==> src/rtl/imem_boot_loader_if.sv <==
// Byte-stream load channel into the instruction memory controller.
// Source drives valid/byte/last; the controller answers with ready.
interface imem_boot_loader_if;
   logic       ld_valid;
   logic       ld_ready;
   logic [7:0] ld_byte;
   logic       ld_last;

   modport master (
      output ld_valid,
      output ld_byte,
      output ld_last,
      input  ld_ready
   );

   modport slave (
      input  ld_valid,
      input  ld_byte,
      input  ld_last,
      output ld_ready
   );
endinterface

==> src/rtl/imem_boot_loader.sv <==
// Instruction memory boot loader: streams an image into memory while
// stalling the core, then guards fetches against misaligned/stale reads.
module imem_boot_loader #(
   parameter int unsigned DEPTH    = 256,
   parameter int unsigned ADDR_W   = 8,
   parameter logic [31:0] NOP_INSN = 32'h00000013
) (
   input  logic              clk,
   input  logic              rst,
   input  logic              reload,
   imem_boot_loader_if.slave ld,
   output logic              core_stall,
   input  logic [31:0]       fetch_addr,
   output logic [31:0]       fetch_instr,
   output logic              fetch_err,
   output logic [ADDR_W:0]   img_len,
   output logic              img_full,
   output logic              mem_we,
   output logic [ADDR_W-1:0] mem_waddr,
   output logic [7:0]        mem_wdata,
   output logic [ADDR_W-1:0] mem_raddr,
   input  logic [31:0]       mem_rdata
);

   typedef enum logic {
      LOAD = 1'b0,
      RUN  = 1'b1
   } state_t;

   state_t            state;
   logic [ADDR_W-1:0] wptr;
   logic              beat;
   logic              at_end;

   assign beat   = ld.ld_valid & ld.ld_ready;
   assign at_end = (wptr == ADDR_W'(DEPTH - 1));

   always_ff @(posedge clk) begin
      if (rst) begin
         state       <= LOAD;
         wptr        <= '0;
         img_len     <= '0;
         img_full    <= 1'b0;
         mem_we      <= 1'b0;
         mem_waddr   <= '0;
         mem_wdata   <= '0;
         core_stall  <= 1'b1;
         ld.ld_ready <= 1'b1;
      end else if (reload) begin
         // a beat seen together with reload is dropped
         state       <= LOAD;
         wptr        <= '0;
         img_len     <= '0;
         img_full    <= 1'b0;
         mem_we      <= 1'b0;
         core_stall  <= 1'b1;
         ld.ld_ready <= 1'b1;
      end else begin
         mem_we <= beat;
         if (beat) begin
            mem_waddr <= wptr;
            mem_wdata <= ld.ld_byte;
            wptr      <= wptr + ADDR_W'(1);
            img_len   <= img_len + (ADDR_W + 1)'(1);
            if (ld.ld_last | at_end) begin
               state       <= RUN;
               core_stall  <= 1'b0;
               ld.ld_ready <= 1'b0;
               if (!ld.ld_last)
                  img_full <= 1'b1;
            end
         end
      end
   end

   assign mem_raddr = {fetch_addr[ADDR_W-1:2], 2'b00};

   logic [32:0] end_addr;
   logic        bad;
   logic        in_run;

   // 33-bit compare keeps fetch_addr+3 from wrapping near 2^32
   always_comb begin
      end_addr    = {1'b0, fetch_addr} + 33'd3;
      in_run      = (state == RUN);
      bad         = (|fetch_addr[1:0])
                  | (end_addr >= 33'(img_len))
                  | ({1'b0, fetch_addr} >= 33'(DEPTH));
      fetch_err   = 1'b0;
      fetch_instr = NOP_INSN;
      unique case (1'b1)
         (!in_run):       fetch_instr = NOP_INSN;
         (in_run & bad):  fetch_err   = 1'b1;
         (in_run & !bad): fetch_instr = mem_rdata;
      endcase
   end

endmodule
==> src/flat_wrapper.sv <==
// flat-port wrapper written by rule: the top's interface ports become plain ports
module imem_boot_loader_flat 
#(
   parameter int unsigned DEPTH    = 256,
   parameter int unsigned ADDR_W   = 8,
   parameter logic [31:0] NOP_INSN = 32'h00000013
)
  (clk, rst, reload, core_stall, fetch_addr, fetch_instr, fetch_err, img_len, img_full, mem_we, mem_waddr, mem_wdata, mem_raddr, mem_rdata, ld_ld_valid, ld_ld_byte, ld_ld_last, ld_ld_ready);
  imem_boot_loader_if ld_i ();
  input  logic clk;
  input  logic rst;
  input  logic reload;
  output logic core_stall;
  input  logic [31:0] fetch_addr;
  output logic [31:0] fetch_instr;
  output logic fetch_err;
  output logic [ADDR_W:0] img_len;
  output logic img_full;
  output logic mem_we;
  output logic [ADDR_W-1:0] mem_waddr;
  output logic [7:0] mem_wdata;
  output logic [ADDR_W-1:0] mem_raddr;
  input  logic [31:0] mem_rdata;
  input wire logic [$bits(ld_i.ld_valid)-1:0] ld_ld_valid;
  input wire logic [$bits(ld_i.ld_byte)-1:0] ld_ld_byte;
  input wire logic [$bits(ld_i.ld_last)-1:0] ld_ld_last;
  output wire logic [$bits(ld_i.ld_ready)-1:0] ld_ld_ready;
  assign ld_i.ld_valid = ld_ld_valid;
  assign ld_i.ld_byte = ld_ld_byte;
  assign ld_i.ld_last = ld_ld_last;
  assign ld_ld_ready = ld_i.ld_ready;
  imem_boot_loader #(.DEPTH(DEPTH), .ADDR_W(ADDR_W), .NOP_INSN(NOP_INSN)) u_core (.clk(clk), .rst(rst), .reload(reload), .ld(ld_i), .core_stall(core_stall), .fetch_addr(fetch_addr), .fetch_instr(fetch_instr), .fetch_err(fetch_err), .img_len(img_len), .img_full(img_full), .mem_we(mem_we), .mem_waddr(mem_waddr), .mem_wdata(mem_wdata), .mem_raddr(mem_raddr), .mem_rdata(mem_rdata));
endmodule
==> config.mk <==
export PLATFORM = sky130hd
export DESIGN_NAME = imem_boot_loader_flat
export DESIGN_NICKNAME = d
export VERILOG_FILES = /design/src/rtl/imem_boot_loader_if.sv /design/src/rtl/imem_boot_loader.sv /design/src/flat_wrapper.sv
export SDC_FILE = /design/constraint.sdc
export NUM_CORES = 1
export LEC_CHECK = 0
export BUFFER_PORTS_ARGS = -buffer_cell sky130_fd_sc_hd__buf_2
export CAP_MARGIN = 20
export CORE_MARGIN = 5
export CORE_UTILIZATION = 39
export DETAILED_ROUTE_END_ITERATION = 12
export PLACE_DENSITY = 0.77
export SLEW_MARGIN = 20
export SYNTH_ARGS = -nofsm -noshare
export SYNTH_HDL_FRONTEND = slang
export SYNTH_SLANG_ARGS = --single-unit
==> constraint.sdc <==
create_clock -name clk -period 2.8 [get_ports clk]
set_input_delay 0.28 -clock clk [delete_from_list [all_inputs] [get_ports clk]]
set_output_delay 0.28 -clock clk [all_outputs]
set_load 0.02 [all_outputs]
==> results.json, run 1 <==
{
  "fill_cells": 457,
  "path_class": "primary input to primary output",
  "holdPathStages": 3,
  "clk_transition_reported_paths_ns": 0.07,
  "grt_pass1_vias": 2784,
  "reg2reg_slack_ns": 1.12,
  "cts-buffers-inserted": 5,
  "die-height_um": 88.2,
  "gp_congestion": 0.795,
  "maxClockFrequency_ghz": 0.307,
  "crit_required_ns": 2.52,
  "timing.final.crit_share_pct": 116,
  "violations": "negative setup slack",
  "period_needed_ns": 3.26,
  "initialDrtViolationCount": 180,
  "start_kind": "primary input",
  "antenna_left": 0,
  "status": "finished, violations left",
  "synth-seq-cells": 37,
  "syn_avg_cell_area_um2": 7.18,
  "post-dp-hpwl_um": 6370,
  "drive_above_1_share_pct": 47.9,
  "cts_hold_buf": 0,
  "r2r_start": "u_core.ld.ld_ready$_SDFFE_PP1P_",
  "yosys.area.top_type": "dfxtp_1",
  "slew_violations": 0,
  "max-cap-violations": 0,
  "clock_skew_ns": 0.00484,
  "cts_buffer_depth": 2,
  "clock-sinks": 37,
  "crit_path_end_kind": "primary output",
  "antenna_found_initial": 0,
  "yosys_warnings": 0,
  "p_leak_uw": 0.00195,
  "setup_viol": 33,
  "timing.rr.end": "u_core.img_len[8]$_SDFFE_PP0P_",
  "grt_usage_pct": 20.2,
  "grt_overflow": 0,
  "hold_class": "primary input to flip-flop",
  "crit_buf_inv": 3,
  "cts-root-buf": "clkbuf_8",
  "power_uw": 1230,
  "yosysSeqAreaShare_pct": 31.1,
  "hold_viol_final": 0,
  "holdWs_ns": 0.227,
  "grt_pass1_wl_um": 12700,
  "vias": 3034,
  "min-delay-start": "ld_ld_byte[7]",
  "wirelength_um": 9220,
  "synthCells": 332,
  "core_um2": 5920,
  "cts_tree": "yes",
  "clock_latency_ns": 0.29,
  "yosys.area.top_type_share_pct": 31.1,
  "io_pins": 147,
  "setup_tns_ns": -12.74,
  "drc": 0,
  "start_util_pct": 40.3,
  "die_w_um": 88.2,
  "cp_slowest_cell": "or4_4",
  "ys_types": 36,
  "rsz0062_at_grt": "yes",
  "vias_per_cell": 5.30,
  "h-tree-depth": 2,
  "area_growth_pct": 72.9,
  "setup_ws_ns": -0.460,
  "crit_arrival_ns": 2.98,
  "synth_area_leaders": "dfxtp_1, nand2_1, nor3_1",
  "slowest_delay_ns": 0.50,
  "peakVddDrop_uv": 351,
  "synthesis.area_um2": 2380,
  "n_antenna_cell": 0,
  "cp_top_family": "simple AND/OR/NAND/NOR gates",
  "dieArea_um2": 7770,
  "worst_pin_slew_ns": 0.595,
  "slew_headroom_pct": 60.3,
  "rows": 28,
  "dr.pass1.iters": 5,
  "critPathMaxFanout": 4,
  "reg2reg_depth": 5,
  "crit_chain": "buf_12, inv_12, ha_4, and3b_2, and2_4, nand2_4, xnor2_2, ha_1, a211oi_2, nand4_1, a31oi_2, nand2_1, a21o_4, or4_4, buf_6",
  "min_to": "u_core.mem_wdata[7]$_SDFFE_PP0P_",
  "grt_start_max_net_pins": 31,
  "wl_per_cell_um": 16.1,
  "final_nets": 586,
  "finish.utilization_pct": 69.6,
  "p_per_area_nw_per_um2": 299,
  "port_buffers": 144
}
## cells by family after synthesis
family | synth area share, %
flops | 31.1
other cells | 0.157
compound gates | 11.0
xor+xnor | 7.35
fa+ha+maj | 6.82
buf+inv | 8.40
simple gates | 35.2
## through the flow
step / area, um^2 / std cells / setup WS (ns)
after floorplan: 2750 / 333 / -0.0773
after global placement: 3660 / 555 / -0.378
after detailed placement: 3660 / 555 / -0.420
after CTS: 4010 / 569 / -0.361
after global routing: 4120 / 572 / -0.576
final: 4120 / 572 / -0.460
## how the worst max path moves through the flow
stage | startpoint | end | slack, ns | depth (start not counted)
after floorplan | fetch_addr[1] | fetch_instr[21] | -0.08 | 15
after global placement | fetch_addr[1] | fetch_instr[4] | -0.38 | 15
after CTS | fetch_addr[1] | fetch_instr[1] | -0.36 | 15
after global routing | fetch_addr[1] | fetch_instr[4] | -0.58 | 15
final | fetch_addr[1] | fetch_instr[4] | -0.46 | 15
after detailed placement | fetch_addr[1] | fetch_instr[1] | -0.42 | 15
## state kept, by name (all words and copies together) (netlist names)
register	count
u_core.img_len	9
u_core.mem_waddr	8
u_core.mem_wdata	8
u_core.wptr	8
u_core.img_full	1
u_core.in_run	1
u_core.ld.ld_ready	1
u_core.mem_we	1
## tightest hold or removal path, delay by kind of cell
family | cells | cell delay (ns)
buffers and inverters | 1 | 0.10
AND/OR/NAND/NOR | 1 | 0.05
AO/OA/AOI/OAI | 1 | 0.05
## per-layer routing
layer	wire, um	GRT usage [%]	up-vias	share of wire, %
met5	0	0	-	0
met3	848	5.17	31	9.2
met1	3380	22.5	1389	37
li1	-	-	1455	-
met2	4670	36.6	159	51
met4	316	7.83	0	3.4
## synth_stat cells, drive strengths merged
cell,number
nand2,79
dfxtp,37
nor3,33
a21oi,27
nor2,18
clkbuf,14
inv,14
xnor2,14
ha,13
buf,12
nand4,11
o21ai,8
nand3,6
xor2,6
nor4,5
or3,5
a21o,4
and3,4
and4,4
or4,3
and2,2
nor4b,2
a211oi,1
a21boi,1
a31oi,1
a41oi,1
and3b,1
conb,1
nand2b,1
o211a,1
o32ai,1
or2,1
or3b,1
## timing repair
action | 4_1_cts | 5_1_grt
gates cloned | 0 | 1
buffers inserted | 7 | 6
pin swaps | 4 | 15
resized for setup | 60 | 23
setup endpoints to repair | 33 | 33
## layout by cell type, fill, tap and decap left out, types with 4 or more instances in the layout
cell / n
or3_1: 4
buf_2: 109
nor2_1: 18
dfxtp_1: 37
o21ai_0: 8
ha_1: 12
nor3_1: 4
nor3_2: 8
xor2_1: 6
inv_1: 12
buf_4: 35
nor4_1: 5
nand4_1: 11
nor3_4: 21
and4_1: 4
buf_12: 5
clkbuf_8: 7
nand3_1: 6
nand2_1: 78
xnor2_1: 13
and3_1: 4
a21oi_1: 27
buf_6: 29
## report_power, final
| part | switching, uW | leakage (uW) | total, uW | internal, uW |
|---|---|---|---|---|
| sequential | 6.13 | 0.000300 | 542 | 535 |
| clock | 181 | 0.0000542 | 403 | 222 |
| combinational | 157 | 0.00160 | 289 | 132 |
| total | 344 | 0.00195 | 1230 | 889 |
## area by class of cell
cell class	instances	area, um^2	share of cell area, %
multi-input combinational	256	1810	43.9
sequential	37	741	18.0
timing repair buffer	182	1310	31.7
clock inverter	1	5.00	0.121
inverter	14	72.6	1.76
clock buffer	7	96.3	2.34
tap	75	93.8	2.28
(Power assumes the default switching activity.)
==> run 2: changes to the inputs <==
--- a/config.mk
+++ b/config.mk
@@ -5,12 +5,14 @@
 export SDC_FILE = /design/constraint.sdc
 export NUM_CORES = 1
 export LEC_CHECK = 0
+export ABC_AREA = 1
 export BUFFER_PORTS_ARGS = -buffer_cell sky130_fd_sc_hd__buf_2
 export CAP_MARGIN = 20
 export CORE_MARGIN = 5
-export CORE_UTILIZATION = 39
+export CORE_UTILIZATION = 40
+export CTS_CLUSTER_DIAMETER = 60
 export DETAILED_ROUTE_END_ITERATION = 12
-export PLACE_DENSITY = 0.77
+export PLACE_DENSITY = 0.75
 export SLEW_MARGIN = 20
 export SYNTH_ARGS = -nofsm -noshare
 export SYNTH_HDL_FRONTEND = slang
==> results.json, run 2 <==
{
  "status": "finished, violations left",
  "violations": "negative setup slack",
  "vias_per_cell": 4.66,
  "ys.flop_type": "dfxtp_1",
  "setup_viol": 29,
  "die-height_um": 94.9,
  "fill_cells": 717,
  "p_leak_uw": 0.00216,
  "synthesis.area_um2": 2890,
  "vias": 3395,
  "dpl_cell_area_um2": 3770,
  "n_antenna_cell": 0,
  "synth-seq-cells": 37,
  "max-cap-violations": 0,
  "area_growth_pct": 47.9,
  "hold_class": "primary input to flip-flop",
  "clock_latency_ns": 0.29,
  "crit_arrival_ns": 2.59,
  "core_um2": 7140,
  "crit_required_ns": 2.52,
  "top_register": "u_core.img_len",
  "grt_overflow": 0,
  "h-tree-depth": 2,
  "clk_transition_reported_paths_ns": 0.07,
  "die_w_um": 94.9,
  "timing.rr.end": "u_core.img_len[7]$_SDFFE_PP0P_",
  "dp_slack_ns": -0.182,
  "io_pins": 147,
  "grt_start_max_net_pins": 19,
  "rsz0062_at_grt": "yes",
  "hold_viol_final": 0,
  "syn_avg_cell_area_um2": 6.10,
  "mostFrequentLayoutCell": "buf_2",
  "yosys.area.top_type_share_pct": 25.7,
  "synth_async_sr_flop_share_pct": 0,
  "cts_buffer_depth": 2,
  "cts-root-buf": "clkbuf_8",
  "holdPathStages": 2,
  "yosys.area.top_type": "dfxtp_1",
  "cts_tree": "yes",
  "grt_pass1_vias": 3003,
  "dieArea_um2": 9010,
  "maxClockFrequency_ghz": 0.349,
  "power_uw": 1230,
  "synth_area_leaders": "dfxtp_1, nor2_1, nand2_1",
  "ys_top_cells_by_count": "nor2_1, nand2_1, inv_1",
  "start_kind": "primary input",
  "synth-edff-count": 0,
  "yosysSeqAreaShare_pct": 25.7,
  "p_per_area_nw_per_um2": 287,
  "grt_pass1_wl_um": 13500,
  "wirelength_um": 9270,
  "post-dp-hpwl_um": 7170,
  "antenna_found_initial": 0,
  "reg2reg_depth": 7,
  "final_cell_mix": "buf_2, nand2_1, inv_1, nor2_1, dfxtp_1",
  "finish.utilization_pct": 59.8,
  "reg2reg_slack_ns": 0.93,
  "period_needed_ns": 2.87,
  "largest_reg_flops": 9,
  "fin_cells": 729,
  "clock-sinks": 37,
  "synthCells": 473,
  "antenna_left": 0,
  "critPathMaxFanout": 6,
  "yosys_warnings": 0,
  "setup_ws_ns": -0.0662,
  "ys_types": 33,
  "final_nets": 719,
  "r2r_start": "u_core.ld.ld_ready$_SDFFE_PP1P_",
  "start_util_pct": 40.4,
  "gp_congestion": 0.869,
  "drc": 0,
  "grt_usage_pct": 18.5,
  "slew_violations": 0,
  "cts-buffers-inserted": 5,
  "min-delay-start": "rst",
  "initialDrtViolationCount": 152,
  "wl_per_cell_um": 12.7,
  "final_area_um2": 4270,
  "rows": 31,
  "port_buffers": 144,
  "synthMostInstantiatedCell": "nor2_1",
  "dp_cells": 717,
  "path_class": "primary input to primary output",
  "peakVddDrop_uv": 400,
  "clock_skew_ns": 0.00685,
  "timing.final.crit_share_pct": 102,
  "drive_above_1_share_pct": 35.7,
  "min_to": "u_core.mem_waddr[0]$_SDFFE_PP0P_",
  "cts_hold_buf": 0,
  "dr.pass1.iters": 4,
  "crit_path_end_kind": "primary output"
}
==> run 2: cell types whose count changed after synthesis, sizes merged, moves of 8 or more <==
| cell | change |
|---|---|
| o21ai | +24 |
| inv | +69 |
| nor3 | -28 |
| nand2 | +19 |
| xnor2 | -8 |
| clkbuf | -8 |
| nor2 | +101 |
| nand3 | +13 |
==> run 2: critical path, cell delays in order <==
cell	delay, ns
buf_8	0.10
buf_4	0.13
nor2_1	0.17
nor2_4	0.07
xnor2_1	0.16
inv_1	0.06
ha_1	0.26
nand2_1	0.06
inv_1	0.06
nand2_1	0.07
nand2_1	0.06
nand2_1	0.07
nand2_1	0.05
nor2_1	0.11
nand4_1	0.16
nor2_4	0.15
nand2_4	0.12
clkbuf_16	0.20
nor2_4	0.10
buf_6	0.13
==> run 2: final cells by class <==
class	instances	area, um^2	share of cell area (%)
clock buffer	6	72.6	1.70
tap	99	124	2.90
inverter	85	324	7.59
clock inverter	2	10.0	0.235
multi-input combinational	334	1860	43.7
sequential	37	741	17.4
timing repair buffer	166	1130	26.6
==> run 2: logic make-up (layout without fill, tap and decap cells) <==
group	after synthesis	in the layout	synth area share, %
adders and majority gates	13	13	5.64
xor gates and xnor gates	7	7	2.12
buffers and inverters	103	259	15.4
DFF	37	37	25.7
and+or+nand+nor	256	256	40.8
AOI/OAI and AO/OA	56	56	10.2
other	1	2	0.130
==> run 2: worst max path at each step <==
stage,startpoint,end,cells past startpoint
3_3_place_gp,fetch_addr[0],fetch_instr[18],18
5_1_grt,fetch_addr[0],fetch_instr[28],18
6_report,fetch_addr[0],fetch_instr[28],20
4_1_cts,fetch_addr[0],fetch_instr[10],18
2_1_floorplan,fetch_addr[0],fetch_instr[11],16
3_5_place_dp,fetch_addr[0],fetch_instr[18],18
==> run 2: layer usage <==
layer | wire length, um | GRT usage (%) | part of all wire, %
met5 | 0 | 0 | 0
met2 | 4820 | 32.9 | 52
met4 | 126 | 3.00 | 1.4
met3 | 542 | 4.14 | 5.8
met1 | 3780 | 23.1 | 41
==> run 2: timing repair <==
action	CTS	global route
pin swaps	5	1
gates resized for setup	43	61
endpoints found under the setup margin	32	33
gates cloned	1	1
setup buffers	1	1
==> run 2: through the flow <==
step	setup TNS, ns	hold WS [ns]
after floorplan	0	0.358
after global placement	-2.64	0.432
after detailed placement	-4.04	0.439
after CTS	-0.0376	0.182
after global routing	-5.35	0.176
final	-0.706	0.187
==> run 2: where the power goes <==
part	internal, uW	switching [uW]
Sequential	546	10.6
Clock	172	179
Combinational	127	191
